`src/rtl/pll_pkg.sv`:
```
// rtl/pll_pkg.sv - shared state encoding and timer sizing for the PLL sequencer
//
// Purpose: state enum for pll_seq_ctrl and the helper that sizes its shared
// timer (clog2 of the largest cycle count, plus one bit of headroom).
// Ports: none (package).
package pll_pkg;

  typedef enum logic [2:0] {
    ST_IDLE      = 3'd0,
    ST_RESET     = 3'd1,
    ST_SETTLE    = 3'd2,
    ST_WAIT_LOCK = 3'd3,
    ST_LOCKED    = 3'd4,
    ST_FAIL      = 3'd5
  } pll_state_e;

  function automatic int tmr_width(input int rst_cyc, input int settle_cyc,
                                   input int timeout_cyc);
    int m;
    m = rst_cyc;
    if (settle_cyc > m) m = settle_cyc;
    if (timeout_cyc > m) m = timeout_cyc;
    return $clog2(m) + 1;
  endfunction

  // Width for the default parameter set; instances with larger counts widen it.
  localparam int TMR_W = tmr_width(4, 64, 1024);

endpackage

```
`src/rtl/sync_2ff.sv`:
```
// rtl/sync_2ff.sv - two-flop synchronizer for a single asynchronous bit
//
// Purpose: bring an asynchronous level into the clk domain with 2-cycle latency.
// Ports:
//   clk - sampling clock
//   rst - synchronous active-high reset, clears both flops
//   d   - asynchronous input
//   q   - synchronized output
module sync_2ff (
  input  logic clk,
  input  logic rst,
  input  logic d,
  output logic q
);

  logic meta;

  always_ff @(posedge clk) begin
    if (rst) begin
      meta <= 1'b0;
      q    <= 1'b0;
    end else begin
      meta <= d;
      q    <= meta;
    end
  end

endmodule

```
`src/rtl/pll_seq_ctrl.sv`:
```
// rtl/pll_seq_ctrl.sv - PLL power-up / lock qualification / retry sequencer
//
// Purpose: holds the PLL in reset, releases it, waits out settling, qualifies
// lock, retries on timeout and re-sequences on loss of lock.
// Ports:
//   clk_in     - clock, all logic on rising edge
//   rst        - synchronous active-high reset
//   start      - level run request (0 shuts the PLL down)
//   lock_raw   - asynchronous PLL lock indicator
//   pll_rst_n  - active-low reset to the PLL
//   pll_enable - PLL enable
//   locked     - qualified lock status
//   busy       - high while sequencing (RESET, SETTLE, WAIT_LOCK)
//   fail       - retries exhausted
//   lol        - one-cycle loss-of-lock pulse
//   retry_cnt  - retries consumed in the current run
//   state      - encoded FSM state
module pll_seq_ctrl
  import pll_pkg::*;
#(
  parameter int RST_CYC     = 4,
  parameter int SETTLE_CYC  = 64,
  parameter int LOCK_CYC    = 16,
  parameter int TIMEOUT_CYC = 1024,
  parameter int MAX_RETRY   = 3,
  parameter int LOL_FILT    = 2
) (
  input  logic       clk_in,
  input  logic       rst,
  input  logic       start,
  input  logic       lock_raw,
  output logic       pll_rst_n,
  output logic       pll_enable,
  output logic       locked,
  output logic       busy,
  output logic       fail,
  output logic       lol,
  output logic [2:0] retry_cnt,
  output logic [2:0] state
);

  localparam int TW_CALC = tmr_width(RST_CYC, SETTLE_CYC, TIMEOUT_CYC);
  localparam int TW      = (TW_CALC > TMR_W) ? TW_CALC : TMR_W;
  localparam int RUN_W   = $clog2(LOCK_CYC) + 1;
  localparam int LOL_W   = $clog2(LOL_FILT) + 1;

  logic lock_s;

  sync_2ff u_sync (
    .clk (clk_in),
    .rst (rst),
    .d   (lock_raw),
    .q   (lock_s)
  );

  pll_state_e       state_q, state_d;
  logic [TW-1:0]    timer_q, timer_d;
  logic [RUN_W-1:0] run_q, run_d;
  logic [LOL_W-1:0] lolc_q, lolc_d;
  logic [2:0]       retry_q, retry_d;
  logic             lol_evt;
  logic             seq_state;

  always_ff @(posedge clk_in) begin
    if (rst) begin
      state_q    <= ST_IDLE;
      timer_q    <= '0;
      run_q      <= '0;
      lolc_q     <= '0;
      retry_q    <= '0;
      pll_rst_n  <= 1'b0;
      pll_enable <= 1'b0;
      locked     <= 1'b0;
      busy       <= 1'b0;
      fail       <= 1'b0;
      lol        <= 1'b0;
    end else begin
      state_q    <= state_d;
      timer_q    <= timer_d;
      run_q      <= run_d;
      lolc_q     <= lolc_d;
      retry_q    <= retry_d;
      // Outputs are decoded from the next state so they move with the state.
      pll_rst_n  <= (state_d == ST_SETTLE) || (state_d == ST_WAIT_LOCK) ||
                    (state_d == ST_LOCKED);
      pll_enable <= (state_d == ST_SETTLE) || (state_d == ST_WAIT_LOCK) ||
                    (state_d == ST_LOCKED);
      locked     <= (state_d == ST_LOCKED);
      busy       <= (state_d == ST_RESET) || (state_d == ST_SETTLE) ||
                    (state_d == ST_WAIT_LOCK);
      fail       <= (state_d == ST_FAIL);
      lol        <= lol_evt;
    end
  end

  always_comb begin
    state_d   = state_q;
    timer_d   = timer_q;
    run_d     = run_q;
    lolc_d    = lolc_q;
    retry_d   = retry_q;
    lol_evt   = 1'b0;
    seq_state = 1'b0;

    case (state_q)
      ST_IDLE: begin
        if (start) state_d = ST_RESET;
      end
      ST_RESET: begin
        seq_state = 1'b1;
        if (timer_q == TW'(RST_CYC - 1)) state_d = ST_SETTLE;
      end
      ST_SETTLE: begin
        seq_state = 1'b1;
        if (timer_q == TW'(SETTLE_CYC - 1)) state_d = ST_WAIT_LOCK;
      end
      ST_WAIT_LOCK: begin
        seq_state = 1'b1;
        run_d     = lock_s ? run_q + RUN_W'(1) : '0;
        // Lock qualification is tested first so it wins a same-cycle timeout.
        if (lock_s && (run_q == RUN_W'(LOCK_CYC - 1))) begin
          state_d = ST_LOCKED;
        end else if (timer_q == TW'(TIMEOUT_CYC - 1)) begin
          if (retry_q < 3'(MAX_RETRY)) begin
            retry_d = retry_q + 3'd1;
            state_d = ST_RESET;
          end else begin
            state_d = ST_FAIL;
          end
        end
      end
      ST_LOCKED: begin
        lolc_d = lock_s ? '0 : lolc_q + LOL_W'(1);
        if (!lock_s && (lolc_q == LOL_W'(LOL_FILT - 1))) begin
          state_d = ST_RESET;
          retry_d = '0;
          lol_evt = 1'b1;
        end
      end
      ST_FAIL: begin
        state_d = ST_FAIL;
      end
      default: begin
        state_d = ST_IDLE;
      end
    endcase

    // Dropping start shuts everything down regardless of where we are.
    if (!start && (state_q != ST_IDLE)) begin
      state_d = ST_IDLE;
      retry_d = '0;
      lol_evt = 1'b0;
    end

    // One timer shared by all states: zero on entry, count while sequencing.
    if (state_d != state_q) begin
      timer_d = '0;
      run_d   = '0;
      lolc_d  = '0;
    end else if (seq_state) begin
      timer_d = timer_q + TW'(1);
    end
  end

  assign retry_cnt = retry_q;
  assign state     = state_q;

endmodule
```
`config.mk`:
```
export PLATFORM = sky130hd
export DESIGN_NAME = pll_seq_ctrl
export DESIGN_NICKNAME = d
export VERILOG_FILES = /design/src/rtl/pll_pkg.sv /design/src/rtl/sync_2ff.sv /design/src/rtl/pll_seq_ctrl.sv
export SDC_FILE = /design/constraint.sdc
export NUM_CORES = 1
export LEC_CHECK = 0
export ABC_AREA = 1
export CORE_UTILIZATION = 40
export DETAILED_ROUTE_END_ITERATION = 10
export GPL_ROUTABILITY_DRIVEN = 0
export HOLD_SLACK_MARGIN = 0.08
export SYNTH_ARGS = -nofsm -noshare
export SYNTH_HDL_FRONTEND = slang
export SYNTH_SLANG_ARGS = --single-unit
export TNS_END_PERCENT = 1
```
`constraint.sdc`:
```
create_clock -name clk_in -period 2.7 [get_ports clk_in]
set_clock_uncertainty 0.15 [all_clocks]
set_input_delay 0.675 -clock clk_in [delete_from_list [all_inputs] [get_ports clk_in]]
set_output_delay 0.675 -clock clk_in [all_outputs]
set_load 0.1 [all_outputs]
```
==> run metrics, run 1 <==
Antenna Violating Nets Remaining 0; 1st-pass router iterations 4; Post-CTS Setup Inserts 0; Final Cell Area slightly below 0.002 mm2; largest net degree at the start of global routing 19; top cells by count, synth nor2_1 (34), dfxtp_1 (31), nand2_1 (30); routed vias around 1,300; Final Hold Fails 0; DP Worst Slack 0.238 ns; clock root cell clkbuf_8; clock-pin slew on the worst setup and hold paths 0.07 ns; CP startpoint run_q[1]; post-route minimum period roughly 2.3 ns; post-synth top area cell dfxtp_1; Die W between 60 and 70 um; Core Region 0.00400 mm2; Leak 0.000797 uW; Fillers 412; fmax 432 MHz; CTS tree yes; Die ar. ~0.0044 mm2; vias in the first global route ~1,200; synthesized area 0.00166 mm2; Synth top area share approximately 37%; placed inst area 0.00182 mm2; first-pass GRT wire length 5190 um; RSZ-0062 raised after global routing false; asr flop ratio synth 0%; area occupied by multi-input gates between 800 and 900 um2; Worst-Skew Late Latency 0.29 ns; Syn. warnings 0; Synth cell types 33; Non-Filler Instances 284; Slew headroom 74.8%; Synth area leaders dfxtp_1 (37%), nor2_4 (8.1%), nor2_1 (7.7%); Hold Path Origin u_sync.meta; Gate Count Post-Synth 212; count leader, synth nor2_1; CTS Buf Count 5; # setup viols final 0; Resized Gates After CTS 0; NumNets Final 242; Critical Path Fanout Max 18; Worst setup EP type flip-flop; std cell rows 23; storage element area 621 um2; Initial Utilization approximately two fifths; global route total overflow 0; drt total wl 2870 um; setup_tns 0 ns; Die Y 66.4 um; wire length per cell 10.1 um; Syn-to-layout area delta 16.7%; Syn Nets 221; Initial DRC Count 69; H-tree depth 2; Boundary Pins 16; EDFF count, synth 0; worst r2r src run_q[1]; MaxCap Viol Count 0; Max VDD drop 0.000357 V; layout cells sized above 1 between 20% and 30%; diode count 0; Worst Path Arrival 2.33 ns; Crit Path Category reg2reg; clk sink count 31; DR DRC count 0; HP Class reg2reg; outcome completed; Most used DFF post-synth dfxtp_1; PortBufs 15; pwr/cell area 537 mW/mm2; total power 1040 uW; Final Max Slew Viols 0; Post-CTS Hold Fix Bufs 0; syn avg cell area 7.83 um2; Yosys reg bits 31; Avg Vias per Cell 4.57; dpl cells 276; initial antenna violation count 0; CTS Buffer Depth 2; fin worst setup slack 0.387 ns; crit start category flip-flop; register area share after synthesis 37.4%; worst endpoint required time about 2.7 ns; Detailed Place HPWL 2170 um; final worst-path cycle share a little under nine tenths; GRT Overall Usage 15.9%; Worst Max-Slew Pin Slew 0.379 ns
-- metal layers --
layer  wire length [um]  vias up  part of all wire, %  GRT usage [%]
met2               1230       16                   43           23.0
met3                113        6                  3.9           6.21
met1               1460      562                   51           20.5
met4                 61        0                  2.1           7.45
li1                   -      713                    -              -
met5                  0        -                    0              0
-- sequential cells by signal, indices dropped and copies added, names as in the netlist --
name / cells
busy: 1
fail: 1
locked: 1
lol: 1
lolc_q: 2
pll_enable: 1
retry_cnt: 3
run_q: 5
state: 3
timer_q: 11
u_sync.meta: 1
u_sync.q: 1
-- cells by family (layout without fill, tap and decap cells) --
kind of cell / after synthesis / in the layout / share of synthesized area [%]
AO/OA/AOI/OAI: 14 / 14 / 4.98
AND/OR/NAND/NOR: 120 / 120 / 39.3
adder cells (fa/ha/maj): 5 / 5 / 3.77
XOR/XNOR: 10 / 10 / 5.28
flip-flops: 31 / 31 / 37.4
buffers and inverters: 31 / 53 / 8.67
multiplexers: 1 / 1 / 0.603
-- critical path, stage by stage (launching register included) --
cell and delay, ns:
dfxtp_1 0.37, ha_1 0.19, nand2_1 0.07, nor2_1 0.10
ha_1 0.15, nand2_1 0.09, nand2_2 0.10, clkinv_1 0.07
nand2_2 0.07, nand3_2 0.11, a21oi_2 0.18, nor2_4 0.06
nand3_4 0.05, buf_4 0.35, nor2_1 0.08
-- cells in the final DEF, fill, tap and decap left out, drive strengths merged, types with 2 or more instances in the layout --
master	n
nand2	36
xor2	7
inv	27
nor3	6
nor2	50
o21ai	4
clkinv	2
dfxtp	31
clkdlybuf4s50	3
or2	2
ha	5
nand3	21
clkbuf	6
xnor2	3
a21oi	6
buf	14
-- cell type report --
type	instances	area share [%]
timing repair buffer	17	6.98
clock buffer	6	4.27
tap	50	3.23
multi-input combinational	150	46.2
clock inverter	2	1.81
inverter	28	5.43
sequential	31	32.1
-- final timing paths --
kind,endpoint,slack (ns),cells past startpoint
setup / recovery,lolc_q[1],0.39,14
setup reg to reg,lolc_q[1],0.39,14
hold reg to reg,u_sync.q,0.26,2
hold / removal,u_sync.q,0.26,2
-- stage by stage --
stage | utilization, % | hold slack, ns
floorplan | - | 0.238
global placement | 45.4 | 0.248
detailed placement | 45.4 | 0.249
CTS | 48.4 | 0.268
global route | 48.4 | 0.312
finish | 48.4 | 0.264
-- report_power, final --
group	total (uW)	internal, uW	switching, uW
Clock	470	298	172
Sequential	469	463	5.69
Combinational	100	26.6	73.7
Total	1040	788	252
Note: power is estimated with default switching activity, not from simulation.
==> run 2: changes to the inputs <==
SYNTH_HIERARCHICAL = 1   (was default)
clock period = 2.4 ns   (was 2.7 ns; I/O delays follow)
==> run metrics, run 2 <==
fmax 466 MHz (+7.8%); syn avg cell area 7.81 um2 (-0.26%); RSZ-0062 raised after global routing false; Antenna Violating Nets Remaining 0 (unchanged); P_sw 294 uW (+17%); worst r2r src run_q[1]; clock-pin slew on the worst setup and hold paths 0.07 ns (about the same); Final Hold Fails 0 (unchanged); clk sink count 31 (unchanged); max FFs per register 11 (unchanged); synthesized area 0.00167 mm2 (+0.68%); Regs by FF count timer_q: 11 flops, run_q: 5 flops; DR DRC count 0 (unchanged); Die W 66.6 um (+0.33%); PortBufs 15 (unchanged); GRT Overall Usage 16.3% (+0.42 points); Fillers 409 (-0.73%); total power 1190 uW (+14%); WL met1 1520 um (+4.3%); CTS tree yes; Syn. warnings 6 (+6); Worst-Skew Late Latency 0.29 ns (about the same); Initial Utilization 41.8% (+0.28 points); Syn-to-layout area delta 18.7%; diode count 0 (unchanged); std cell rows 23 (unchanged); EDFF count, synth 0 (unchanged); area occupied by multi-input gates 913 um2 (+2.1%); Synth top area share 37.2% (-0.25 points); clock power share 45.3% (about the same); fin worst setup slack 0.255 ns (-0.132 ns); layout cells sized above 1 26.3% (+3.2 points); wire length per cell 10.3 um (+2.5%); most common cell after layout, fill and taps aside nor2_1; crit start category flip-flop; CTS Buf Count 5 (unchanged); commonest non-fill, non-tap cells in the layout nor2_1 (31), nand2_1 (29), dfxtp_1 (28), inv_1 (23), nand3_1 (15); Boundary Pins 16 (unchanged); Final Max Slew Viols 0 (unchanged); initial antenna violation count 0 (unchanged); top sig layer met4; clock root cell clkbuf_8; worst endpoint required time 2.42 ns (-0.29 ns); Worst Max-Slew Pin Slew 0.411 ns (+0.0322 ns); Most flops, register timer_q; Post-CTS Hold Fix Bufs 0 (unchanged); # setup viols final 0 (unchanged); final worst-path cycle share 89.4% (+3.7 points); metal2 WL 1230 um (-0.57%); vias in the first global route 1,180 (-1.2%); CP startpoint run_q[1]; HP Class reg2reg; 1st-pass router iterations 4 (unchanged); H-tree depth 2 (unchanged); Die Y 66.6 um (+0.33%); DP Worst Slack 0.197 ns (-0.0410 ns); Yosys reg bits 31 (unchanged); Worst setup EP type flip-flop; NumNets Final 244 (+0.83%); Synth cell types 34 (+3.0%); FF-to-FF setup slack 0.26 ns (-0.13 ns); routed vias 1,328 (+2.4%); MaxCap Viol Count 0 (unchanged); Slew headroom 72.6% (-2.2 points); Avg Vias per Cell 4.64 (+1.7%); largest net degree at the start of global routing 19 (unchanged); Die ar. 0.00444 mm2 (+0.66%); met3 WL 149 um (+32%); Int Pwr 892 uW (+13%); switch share 24.8% (+0.58 points); Gate Count Post-Synth 214 (+0.94%); register area share after synthesis 37.2% (-0.25 points); first-pass GRT wire length 5300 um (+2.1%); Core Region 0.00400 mm2 (unchanged); global route total overflow 0 (unchanged); Most used DFF post-synth dfxtp_1; Detailed Place HPWL 2160 um (-0.38%); top cells by count, synth dfxtp_1 (31), nor2_1 (31), nand2_1 (29); post-synth top area cell dfxtp_1; Syn Nets 223 (+0.90%); logic gate share of total power 10.2% (+0.6 points); Max VDD drop 0.000346 V (-3.0%); Worst Path Arrival 2.17 ns (-0.16 ns); Leak 0.000809 uW (+1.5%); Seq pwr share 44.5% (-0.6 points); setup_tns 0 ns (unchanged); Synth area leaders dfxtp_1 (37%), nor2_4 (8.1%), nor2_1 (7.0%); Post-CTS Setup Inserts 0 (unchanged); pwr/cell area 598 mW/mm2 (+11%); CTS Buffer Depth 2 (unchanged); Crit Path Category reg2reg; asr flop ratio synth 0% (unchanged); post-route minimum period 2.14 ns (-0.168 ns); drt total wl 2960 um (+3.2%); Critical Path Fanout Max 18 (unchanged); Resized Gates After CTS 0 (unchanged); outcome completed; Initial DRC Count 69 (unchanged); storage element area 624 um2 (+0.60%); Hold Path Origin u_sync/meta
==> run 2: path summary, 6_finish.rpt <==
path	end	cells after the start
hold reg to reg	u_sync/q	2
hold / removal	u_sync/q	2
setup reg to reg	timer_q[6]	14
setup / recovery	timer_q[6]	14
==> run 2: worst max-delay path, stage by stage, from the launching register on <==
cell	delay, ns
dfxtp_2	0.35
ha_1	0.17
nand2_1	0.07
nor2_1	0.11
ha_1	0.15
nand2_1	0.10
nand2_2	0.11
clkinv_1	0.07
nand2_2	0.07
nand3_2	0.12
a21oi_2	0.19
nor2_4	0.06
nand3_4	0.06
buf_12	0.19
nor2_1	0.05
==> run 2: through the flow <==
| stage | utilization (%) | instances | hold WS (ns) | instance area (um2) |
|---|---|---|---|---|
| finish | 49.6 | 286 | 0.248 | 1980 |
| global route | 49.6 | 286 | 0.273 | 1980 |
| CTS | 49.5 | 286 | 0.254 | 1980 |
| detailed placement | 46.6 | 278 | 0.249 | 1860 |
| global placement | 46.6 | 278 | 0.245 | 1860 |
| floorplan | - | 214 | 0.238 | 1670 |
==> run 2: power by group through the flow <==
| stage | Clock (uW) | Combinational (uW) | Sequential (uW) |
|---|---|---|---|
| after floorplan | 0 | 73.4 | 561 |
| after global placement | 0 | 121 | 539 |
| after detailed placement | 0 | 122 | 539 |
| after CTS | 554 | 122 | 527 |
| after global routing | 582 | 132 | 528 |
| final | 538 | 121 | 527 |
==> run 2: per-layer routing <==
layer	vias up	global-route usage, %
met2	23	23.1
met4	0	7.98
met1	580	22.0
met5	-	0
li1	719	-
met3	6	5.14
==> run 2: final cells by class <==
cell class / count / area share [%]
timing repair buffer: 17 / 8.08
clock inverter: 2 / 1.77
clock buffer: 6 / 4.16
inverter: 28 / 5.30
tap: 50 / 3.15
multi-input combinational: 152 / 46.1
sequential: 31 / 31.5
==> run 2: kinds of logic after synthesis <==
logic type | count (synthesis) | synth area share (%)
AO/OA/AOI/OAI | 17 | 5.99
AND/OR/NAND/NOR | 119 | 39.1
XOR/XNOR | 10 | 5.24
multiplexers | 1 | 0.599
buffers and inverters | 31 | 8.16
adder cells (fa/ha/maj) | 5 | 3.75
flip-flops | 31 | 37.2
==> run 3: changes to the inputs <==
ABC_AREA = default   (was 1)
==> run metrics, run 3 <==
outcome completed; Fillers 374 (-8.6%); Synth cell types 50 (+47%); Resized Gates After CTS 0 (unchanged); Regs by FF count timer_q: 11 flops, run_q: 5 flops; Post-CTS Setup Inserts 0 (unchanged); most common cell after layout, fill and taps aside dfxtp_1; Antenna Violating Nets Remaining 0 (unchanged); HP Class reg2reg; clk sink count 31 (unchanged); Int Pwr 822 uW (-7.8%); met1 GRT Util 20.9% (-1.1 points); Syn-to-layout area delta 19.3%; Worst-Skew Late Latency 0.28 ns (about the same); wire length per cell 12.4 um (+20%); Final Hold Fails 0 (unchanged); Synth area leaders dfxtp_1 (39%), nor2_1 (6.6%), ha_1 (3.9%); Non-Filler Instances 258 (-9.8%); CTS Buf Count 5 (unchanged); count leader, synth dfxtp_1; post-route minimum period 2.19 ns (+0.0430 ns); Adder-Cell Fraction of Synth Area 3.93% (+0.19 points); pwr/cell area 571 mW/mm2 (-4.5%); Seq pwr share 49.3% (+4.8 points); drt total wl 3210 um (+8.6%); diode count 0 (unchanged); GRT met3 Usage 5.28% (+0.14 points); Post-CTS Hold Fix Bufs 0 (unchanged); simple-gate share of the synthesized area 32.3% (-6.8 points); Synth Area in Compound Gates 12.9% (+6.9 points); Worst setup EP type flip-flop; PortBufs 15 (unchanged); Core Region 0.00374 mm2 (-6.4%); vias in the first global route 1,261 (+6.9%); fmax 457 MHz (-2.0%); Yosys reg bits 31 (unchanged); logic gate share of total power 9.6% (-0.6 points); CTS tree yes; Die Y 65.1 um (-2.3%); DR DRC count 0 (unchanged); GRT Overall Usage 17.3% (+0.93 points); Initial DRC Count 93 (+35%); post-synth top area cell dfxtp_1; Worst Max-Slew Pin Slew 0.585 ns (+0.174 ns); clock root cell clkbuf_8; routed vias 1,378 (+3.8%); storage element area 623 um2 (-0.20%); Worst Path Arrival 2.25 ns (+0.08 ns); worst endpoint required time 2.46 ns (+0.04 ns); asr flop ratio synth 0% (unchanged); clock-pin slew on the worst setup and hold paths 0.06 ns (about the same); Leak 0.000743 uW (-8.1%); Final Max Slew Viols 0 (unchanged); switch share 24.1% (-0.67 points); Final Cell Area 0.00190 mm2 (-4.4%); Syn Nets 197 (-12%); Critical Path Fanout Max 11 (-7); Max VDD drop 0.000309 V (-11%); std cell rows 22 (-4.3%); crit start category flip-flop; 1st-pass router iterations 4 (unchanged); layout cells sized above 1 21.0% (-5.3 points); EDFF count, synth 0 (unchanged); max FFs per register 11 (unchanged); P_sw 261 uW (-11%); mux cell area share after synthesis 0.629% (+0.030 points); fin util 50.7% (+1.1 points); busiest grt layer met2; largest family of logic cells by synthesized area simple AND/OR/NAND/NOR gates; initial antenna violation count 0 (unchanged); Crit Path Category reg2reg; global route total overflow 0 (unchanged); H-tree depth 2 (unchanged); Detailed Place HPWL 2410 um (+12%); Die W 65.1 um (-2.3%); synthesized area 0.00159 mm2 (-4.8%); register area share after synthesis 39.0% (+1.9 points); first-pass GRT wire length 5600 um (+5.6%); # setup viols final 0 (unchanged); RSZ-0062 raised after global routing false; dpl cells 250 (-10%); Most flops, register timer_q; final worst-path cycle share 91.2% (+1.8 points); commonest non-fill, non-tap cells in the layout dfxtp_1 (29), nor2_1 (28), buf_4 (17), nand2_1 (15); Gate Count Post-Synth 188 (-12%); syn avg cell area 8.46 um2 (+8.4%); met2 GRT Util 28.5% (+5.4 points); Slew headroom 60.6% (-12 points); Boundary Pins 16 (unchanged); largest net degree at the start of global routing 17 (-2); Initial Utilization 42.5% (+0.72 points); MaxCap Viol Count 0 (unchanged); Synth top area share 39.0% (+1.9 points); Die ar. 0.00423 mm2 (-4.6%); area occupied by multi-input gates 897 um2 (-1.8%); placed inst area 0.00180 mm2 (-3.6%); Avg Vias per Cell 5.34 (+15%); clock power share 41.1% (-4.2 points); Syn. warnings 6 (unchanged); top cells by count, synth dfxtp_1 (31), nor2_1 (28), nand2_1 (15); Most used DFF post-synth dfxtp_1; CTS Buffer Depth 2 (unchanged); xor/xnor share of the synthesized area 6.61% (+1.4 points); NumNets Final 218 (-11%)
run 3: cell types whose count changed after synthesis, sizes merged, moves of 3 or more:
cell	before	now
a21oi	7	13
and3	0	5
buf	3	8
inv	27	5
nand2	37	16
nand3	19	14
nor2	50	28
nor2b	0	3
nor3	5	8
nor3b	0	3
nor4	1	4
o21ai	5	8
or2	4	0
xnor2	2	5
run 3: power groups by stage:
stage	logic (uW)	clock network (uW)	registers (uW)
2_1_floorplan	53.1	0	561
3_3_place_gp	103	0	545
3_5_place_dp	104	0	546
4_1_cts	104	456	534
5_1_grt	113	485	535
6_report	104	445	534
run 3: cell type report:
| cell class | count | area share, % |
|---|---|---|
| Clock buffer | 8 | 5.28 |
| Timing Repair Buffer | 22 | 10.4 |
| Tap cell | 48 | 3.17 |
| Multi-Input combinational cell | 144 | 47.3 |
| Sequential cell | 31 | 32.8 |
| Inverter | 5 | 0.989 |
run 3: stage by stage:
| step | hold WS [ns] | setup TNS [ns] | total power [uW] | setup WS (ns) |
|---|---|---|---|---|
| after floorplan | 0.264 | 0 | 614 | 0.0526 |
| after global placement | 0.278 | 0 | 648 | 0.0420 |
| after detailed placement | 0.281 | -0.0485 | 650 | -0.0163 |
| after CTS | 0.305 | 0 | 1090 | 0.219 |
| after global routing | 0.318 | 0 | 1130 | 0.0957 |
| final | 0.296 | 0 | 1080 | 0.212 |
run 3: path summary, 6_finish.rpt:
check	cells after the start	start	slack, ns	to
max	10	run_q[0]	0.21	timer_q[1]
min	1	u_sync/meta	0.30	u_sync/q
max reg2reg	10	run_q[0]	0.21	timer_q[1]
min reg2reg	1	u_sync/meta	0.30	u_sync/q
run 3: layer usage:
| metal | part of all wire, % | wire length, um | up-vias |
|---|---|---|---|
| met4 | 1.5 | 47 | 0 |
| met5 | 0 | 0 | - |
| li1 | - | - | 699 |
| met2 | 48 | 1550 | 23 |
| met3 | 3.3 | 107 | 6 |
| met1 | 47 | 1510 | 650 |
run 3: logic make-up after synthesis:
family,after synthesis
adder cells (fa/ha/maj),5
AND/OR/NAND/NOR,94
AO/OA/AOI/OAI,32
buffers and inverters,13
flip-flops,31
multiplexers,1
XOR/XNOR,12
run 3: worst max-delay path: stages (launching register included):
cell	delay, ns
dfxtp_1	0.34
ha_1	0.22
and3_1	0.19
ha_1	0.22
and3_2	0.22
o21ai_2	0.11
nand3_1	0.09
a31oi_1	0.18
nand3_2	0.09
buf_4	0.18
a21oi_1	0.13
